<file path="config.mk">
export PLATFORM = sky130hd
export DESIGN_NAME = pipe_stage_skid
export DESIGN_NICKNAME = d
export VERILOG_FILES = /design/src/rtl/pipe_stage_skid.sv
export SDC_FILE = /design/constraint.sdc
export NUM_CORES = 1
export LEC_CHECK = 0
export BUFFER_PORTS_ARGS = -buffer_cell sky130_fd_sc_hd__buf_2
export CORE_UTILIZATION = 50
export DETAILED_ROUTE_END_ITERATION = 16
export GPL_ROUTABILITY_DRIVEN = 0
export PLACE_DENSITY = 0.75
export SKIP_LAST_GASP = 1
export SYNTH_ARGS = -nofsm -noshare
export SYNTH_HDL_FRONTEND = slang
export SYNTH_SLANG_ARGS = --single-unit
</file>
<file path="constraint.sdc">
create_clock -name clk -period 2.3 [get_ports clk]
set_input_delay 0.115 -clock clk [delete_from_list [all_inputs] [get_ports clk]]
set_output_delay 0.115 -clock clk [all_outputs]
set_load 0.03 [all_outputs]
</file>
<file path="src/rtl/pipe_stage_skid.sv">
// Pipeline stage buffer with a two-entry skid (main + skid register).
// Carries an opaque payload across a valid/ready handshake. in_ready is
// registered (derived only from state), so downstream can stall without
// creating a combinational ready path back to upstream. Also provides
// flush-to-bubble, an optional zero-on-invalid output and a saturating
// stall counter for performance monitoring.
module pipe_stage_skid #(
   parameter int DATA_W          = 76,
   parameter int ZERO_ON_INVALID = 1,
   parameter int CNT_W           = 16
) (
   input  logic              clk,
   input  logic              reset,
   input  logic              flush,
   input  logic              in_valid,
   output logic              in_ready,
   input  logic [DATA_W-1:0] in_data,
   output logic              out_valid,
   input  logic              out_ready,
   output logic [DATA_W-1:0] out_data,
   output logic [1:0]        occupancy,
   output logic [CNT_W-1:0]  stall_cnt
);

   // Occupancy encoded directly as state: EMPTY, ONE (main valid),
   // FULL (main and skid valid).
   typedef enum logic [1:0] {
      EMPTY = 2'd0,
      ONE   = 2'd1,
      FULL  = 2'd2
   } stateT;

   localparam logic [CNT_W-1:0] CNT_MAX = {CNT_W{1'b1}};

   stateT             state_q, state_d;
   logic [DATA_W-1:0] mainData_q, mainData_d;
   logic [DATA_W-1:0] skidData_q, skidData_d;
   logic [CNT_W-1:0]  stallCnt_q, stallCnt_d;

   logic accept;
   logic emit;
   logic stalled;

   // Handshake outputs depend only on the state register, never on
   // out_ready, which keeps in_ready free of combinational paths.
   always_comb begin
      in_ready  = (state_q != FULL);
      out_valid = (state_q != EMPTY);
      accept    = in_valid & in_ready;
      emit      = out_valid & out_ready;
      stalled   = out_valid & ~out_ready;
      unique case (state_q)
         EMPTY:   occupancy = 2'd0;
         ONE:     occupancy = 2'd1;
         FULL:    occupancy = 2'd2;
         default: occupancy = 2'd0;
      endcase
   end

   // Output payload: when the zero-on-invalid mode is selected, a bubble
   // shows all zeros so downstream never sees stale main contents.
   always_comb begin
      if ((ZERO_ON_INVALID != 0) && (state_q == EMPTY)) begin
         out_data = '0;
      end else begin
         out_data = mainData_q;
      end
   end

   // Next-state and payload steering. A beat accepted while ONE and not
   // emitting parks in the skid register; on the emit from FULL the skid
   // entry slides into main, keeping strict FIFO order. Flush forces a
   // bubble and drops whatever would have been loaded this cycle.
   always_comb begin
      state_d    = state_q;
      mainData_d = mainData_q;
      skidData_d = skidData_q;
      unique case (state_q)
         EMPTY: begin
            if (accept) begin
               state_d    = ONE;
               mainData_d = in_data;
            end
         end
         ONE: begin
            if (accept && emit) begin
               mainData_d = in_data;
            end else if (accept) begin
               state_d    = FULL;
               skidData_d = in_data;
            end else if (emit) begin
               state_d = EMPTY;
            end
         end
         FULL: begin
            if (emit) begin
               state_d    = ONE;
               mainData_d = skidData_q;
            end
         end
         default: begin
            state_d = EMPTY;
         end
      endcase
      if (flush) begin
         state_d    = EMPTY;
         mainData_d = mainData_q;
         skidData_d = skidData_q;
      end
   end

   // Stall counter counts cycles where a held beat is refused downstream,
   // sticking at its maximum instead of wrapping. Flush does not touch it.
   always_comb begin
      stallCnt_d = stallCnt_q;
      if (stalled && (stallCnt_q != CNT_MAX)) begin
         stallCnt_d = stallCnt_q + 1'b1;
      end
   end

   // State, payload and counter registers; reset clears everything and
   // takes precedence over flush.
   always_ff @(posedge clk) begin
      if (reset) begin
         state_q    <= EMPTY;
         mainData_q <= '0;
         skidData_q <= '0;
         stallCnt_q <= '0;
      end else begin
         state_q    <= state_d;
         mainData_q <= mainData_d;
         skidData_q <= skidData_d;
         stallCnt_q <= stallCnt_d;
      end
   end

   assign stall_cnt = stallCnt_q;

endmodule

</file>
## Yosys cells after proc, flatten, opt, wreduce, memory -nomap -nowiden

Cells that the tools add are included.

- Register bits after elaboration: 170
- Input bits: 81
- Output and inout port bits: 96
- Word-level logic and storage cells: 41

- $add $sub $neg: 1
- Equal/unequal tests: 9
- Mux-type cells: 12
- Bitwise operators: 6
- Reduce and logical (&&, ||, !) cells: 9

Operator list:

| cell | count |
|---|---|
| 2-to-1 mux 76 bit | 4 |
| case mux 76 bit (3 select lines) | 1 |
| adder 16 x 1 -> 16 bit, second input constant | 1 |
| inequality test 16 bit, second input constant | 1 |
| 2-to-1 mux 2 bit | 5 |
| inequality test 2 bit, second input constant | 5 |
| AND reduction 4 bit | 2 |
| case mux 2 bit (3 select lines) | 1 |
| AND reduction 5 bit | 1 |
| case mux 2 bit (2 select lines) | 1 |
| bitwise AND 1 bit | 3 |
| inequality test 3 bit, second input constant | 1 |
| inverter 1 bit | 3 |
| nonzero test 3 bit | 1 |
| equality test 2 x 1 -> 1 bit, second input constant | 1 |
| equality test 2 bit, second input constant | 1 |
| logical AND 1 bit | 2 |
| logical NOT 2 bit | 1 |
| nonzero test 2 bit | 1 |
| OR reduction 2 bit | 1 |

## Longest topological paths before layout

- Word-level depth: 6
- Gate-level depth with buffers: 7
- Gate-level depth less buffers: 5

## Least setup slack after synthesis

No wires, ideal clock.

- Path kind: register to register
- Start point: register stallCnt_q[0] (netlist: stall_cnt[0])
- End point: register stallCnt_q[12] (netlist: stall_cnt[12])
- Arrival time: 1.917 ns
- Required time: 2.177 ns
- Setup slack: 0.259 ns
- Cell stages (with the launch flop): 6
- Clock period less this slack: 2.041 ns
- Path through: dfxtp_1 > ha_1 > nand4_4 > a2111oi_4 > nand3_1 > mux2_1

- Word-level cells in the longest chain between the ends: 2

RTL lines:

| item | RTL line | text |
|---|---|---|
| start, declared | 38 | `logic [CNT_W-1:0] stallCnt_q, stallCnt_d;` |
| start signal, assigned | 133 | `stallCnt_q <= stallCnt_d;` |
| parallel branches: the longest is 2 deep, another holds adder 16 x 1 -> 16 bit | - |  |

Several ways; the timed one is not identified.
A chain may end at the register's enable or synchronous reset.

## Final worst setup path

- Start point: register state_q[1]
- End point: output out_data[45]

- Word-level cells in the longest chain between the ends: 2

RTL lines:

| item | RTL line | text |
|---|---|---|
| start, declared | 35 | `stateT state_q, state_d;` |
| start signal, assigned | 130 | `state_q <= state_d;` |
| logical NOT 2 bit | 63 | `if ((ZERO_ON_INVALID != 0) && (state_q == EMPTY)) begin` |
| 2-to-1 mux 76 bit | 63 |  |
| end, declared | 20 | `output logic [DATA_W-1:0] out_data,` |

Every way passes these cells.

==> implementation parameters <==
Parameter                              Value

Status
  Outcome ... finished, final reports clean

Finish
  Leading cell type in the layout, fill and taps excluded ... sky130_fd_sc_hd__buf_2
  Most used cells in the layout excluding fill and tap cells ... 175 x sky130_fd_sc_hd__buf_2, 170 x sky130_fd_sc_hd__dfxtp_1, 164 x sky130_fd_sc_hd__a21oi_1
  N_diodes ... 0
  Syn-to-layout area delta ... 30.5%
  Total non-filler cell area in the finished layout ... 10000 µm²
  Number of nets in the finished design ... 1171
  Layout Utilization ... 0.681
  Fill count ... 1172
  Share of post-route cells with drive strength above 1 ... 0.220

Synth
  Net Count, Synth ... 968
  Number of library cell types mapped by synthesis ... 49
  Average cell area after synthesis ... 8.69 µm²
  Dominant combinational cell family by area after synthesis ... compound AO/OA/AOI/OAI gates
  Number of enable flip-flop cells after synthesis ... 0
  Basic-gate share of the synthesized area counting and, or, nand and nor cells ... 0.180
  Adder-cell share of the synthesized area ... 0.00163
  Number of standard cells after synthesis ... 886
  Ys async rst share ... 0
  Syn. warnings ... 0
  Part of the Yosys area used for sequential elements ... 0.442
  Mux share of post-synthesis cell area ... 0.103
  Area fraction in compound gates after synthesis ... 0.219
  Main flop type after synthesis ... sky130_fd_sc_hd__dfxtp_1
  Share of the synthesized netlist area taken by xor and xnor gates ... 0
  Number of synthesized register bits ... 170
  Synthesized cell area ... 7700 µm²

Floorplanning
  Die area ... around 16000 µm²
  Top Ports ... 177
  Initial standard-cell utilization of the core ... 0.522
  Number of placement rows ... 44
  Die boundary height ... 126 µm
  Die width ... 126 µm
  Placeable core region ... 14800 µm²

Clocking
  Setup Buffers After CTS ... 0
  Count of clock tree sinks ... 170
  CTS Root Cell ... sky130_fd_sc_hd__clkbuf_16
  CTS buffer count ... 17
  Clock Latency Late Sink ... 0.43 ns
  TritonCTS clock tree ... built
  Clock Tree Buf Depth ... 2
  H-tree Lvls ... 4
  Clock edge transition at the registers on the reported setup and hold paths ... 0.06 ns

Place
  Detail Placement HPWL ... 11.5 mm
  PortBufs ... 176
  Cell area after placement ... 8680 µm²

Timing
  Slew headroom ... 0.526
  Least-Margin Pin Slew ... 0.711 ns
  Unrepaired setup endpoints after global routing ... false
  Setup_tns ... 0 ns
  Final Hold Vio Count ... 0
  # setup viols final ... 0
  Final period util ... 0.890
  Setup skew after layout ... 0.00915 ns
  Maximum clock frequency ... between 400 and 500 MHz
  Pins Over Slew Limit ... 0
  Shortest clock period the worst path allows after layout ... about 2.0 ns

GRT
  Total gr overflow ... 0
  Pin count of the biggest net entering global routing ... between 100 and 150
  Tot GR Track Use ... 0.259
  Via count of the first global-routing pass ... around 6.7k
  Global-route wire length before repair ... 33.3 mm
  Number of antenna violations at the first check in global routing ... 0

Min path
  Path type of the worst min-delay path ... input port to flop

Detailed routing
  First-pass iteration count of the detailed router ... 5
  Vias ... 7193
  Count of antenna-violating nets left after detailed routing ... 0
  Count of unresolved DRC violations after routing ... 0
  Vias per std cell ... about 5.6
  Number of design-rule violations left by the first detailed-router iteration ... 629
  Detailed Route WL ... around 20 mm
  Routed length per placed instance ... 15.7 µm

Pwr
  Leakage power total ... between 0.004 and 0.005 µW
  Worst vdd rail ir drop ... about 520 µV
  Pwr per Cell Area ... 670 nW/µm²

Critical path
  Data arrival, critical path ... a little under 2 ns
  Required time worst endpoint ... 2.18 ns
  Slowest Stage Delay on Critical Path ... 0.51 ns
  Slowest-stage cell, CP ... sky130_fd_sc_hd__dfxtp_1
  Type of the setup path with the least slack ... flop to output pin
  CP Capture Type ... output pin
  Largest fanout on the critical path ... 38
  Critical-path cell list ... nor2_2 -> inv_2 -> buf_4 -> and2_1 -> buf_2
  Startpoint Class ... flop

Flow run
  Max capacitance violation total ... 0
-- worst paths after layout --
check,start,endpoint,slack [ns],depth (start not counted)
max,state_q[1]$_SDFFE_PP0P_,out_data[45],0.25,5
min,in_valid,state_q[1]$_SDFFE_PP0P_,0.14,3
max reg2reg,stall_cnt[0]$_SDFFE_PP0P_,stall_cnt[4]$_SDFFE_PP0P_,0.29,5
min reg2reg,skidData_q[75]$_SDFFE_PP0P_,skidData_q[75]$_SDFFE_PP0P_,0.45,2
-- final cells by class --
| type | count | area (µm²) | area share |
|---|---|---|---|
| clock buffer | 21 | 480 | 0.0478 |
| clock inverter | 11 | 111 | 0.0111 |
| inverter | 6 | 25.0 | 0.00249 |
| multi-input combinational | 622 | 3910 | 0.389 |
| sequential | 170 | 3400 | 0.339 |
| tap | 184 | 230 | 0.0229 |
| timing repair buffer | 272 | 1880 | 0.188 |
-- per-layer routing --
metal / track usage / vias to the layer above / wire length, µm
met4: 0.108 / 0 / 462
met2: 0.412 / 240 / 9490
li1: - / 3586 / -
met5: 0 / - / 0
met3: 0.0527 / 41 / 1110
met1: 0.343 / 3326 / 9150
-- cells by family after synthesis --
| kind of cell | Yosys count |
|---|---|
| muxes | 79 |
| and+or+nand+nor | 279 |
| AOI/OAI and AO/OA | 263 |
| buffers and inverters | 94 |
| DFF | 170 |
| adders and majority gates | 1 |
-- report_power, final --
part	total, µW	switching [µW]	internal [µW]
Sequential	3100	51.1	3050
Combinational	757	428	329
Clock	2870	1250	1620
Total	6730	1720	5000
-- critical path: cells and delay by family, from the launching register on --
kind | cells | cell delay [ns]
buf+inv | 3 | 0.61
flops | 1 | 0.51
simple gates | 2 | 0.38
-- per-stage QoR --
step	hold WS (ns)	instances	total power (µW)	setup slack, ns
6_report	0.140	1286	6730	0.254
5_1_grt	0.169	1286	6970	0.103
4_1_cts	0.119	1286	6750	0.0331
3_5_place_dp	0.372	1177	3810	0.315
3_3_place_gp	0.366	1177	3800	0.373
2_1_floorplan	0.192	886	3590	0.259
-- timing repair --
item                                    CTS  global route
hold buffers                             77             0
endpoints found under the setup margin    0            55
endpoints found under the hold margin    78             0
resized for setup                         0             1
-- cell usage after synthesis (2+ instances only) --
master	number	share of area
sky130_fd_sc_hd__a211oi_1	2	0.0020
sky130_fd_sc_hd__a21oi_1	164	0.11
sky130_fd_sc_hd__a311oi_1	76	0.086
sky130_fd_sc_hd__and2_1	77	0.063
sky130_fd_sc_hd__and3_1	2	0.0016
sky130_fd_sc_hd__buf_2	25	0.016
sky130_fd_sc_hd__buf_4	5	0.0049
sky130_fd_sc_hd__clkbuf_1	56	0.027
sky130_fd_sc_hd__dfxtp_1	170	0.44
sky130_fd_sc_hd__inv_1	5	0.0024
sky130_fd_sc_hd__mux2i_1	78	0.10
sky130_fd_sc_hd__nand2_1	157	0.077
sky130_fd_sc_hd__nand2b_1	4	0.0033
sky130_fd_sc_hd__nand3_1	4	0.0026
sky130_fd_sc_hd__nand3b_1	2	0.0020
sky130_fd_sc_hd__nand4_1	4	0.0033
sky130_fd_sc_hd__nor2_1	5	0.0024
sky130_fd_sc_hd__nor2b_1	3	0.0024
sky130_fd_sc_hd__nor3_1	4	0.0026
sky130_fd_sc_hd__o21ai_0	3	0.0020
sky130_fd_sc_hd__o31ai_1	5	0.0049
sky130_fd_sc_hd__or3_1	4	0.0033
sky130_fd_sc_hd__or4_1	5	0.0049
-- flip-flops by register name (all words and copies together) (netlist names) --
signal and cells:
stall_cnt 16, state_q 2, mainData_q 76, skidData_q 76
Power figures use the tool's default switching activity.
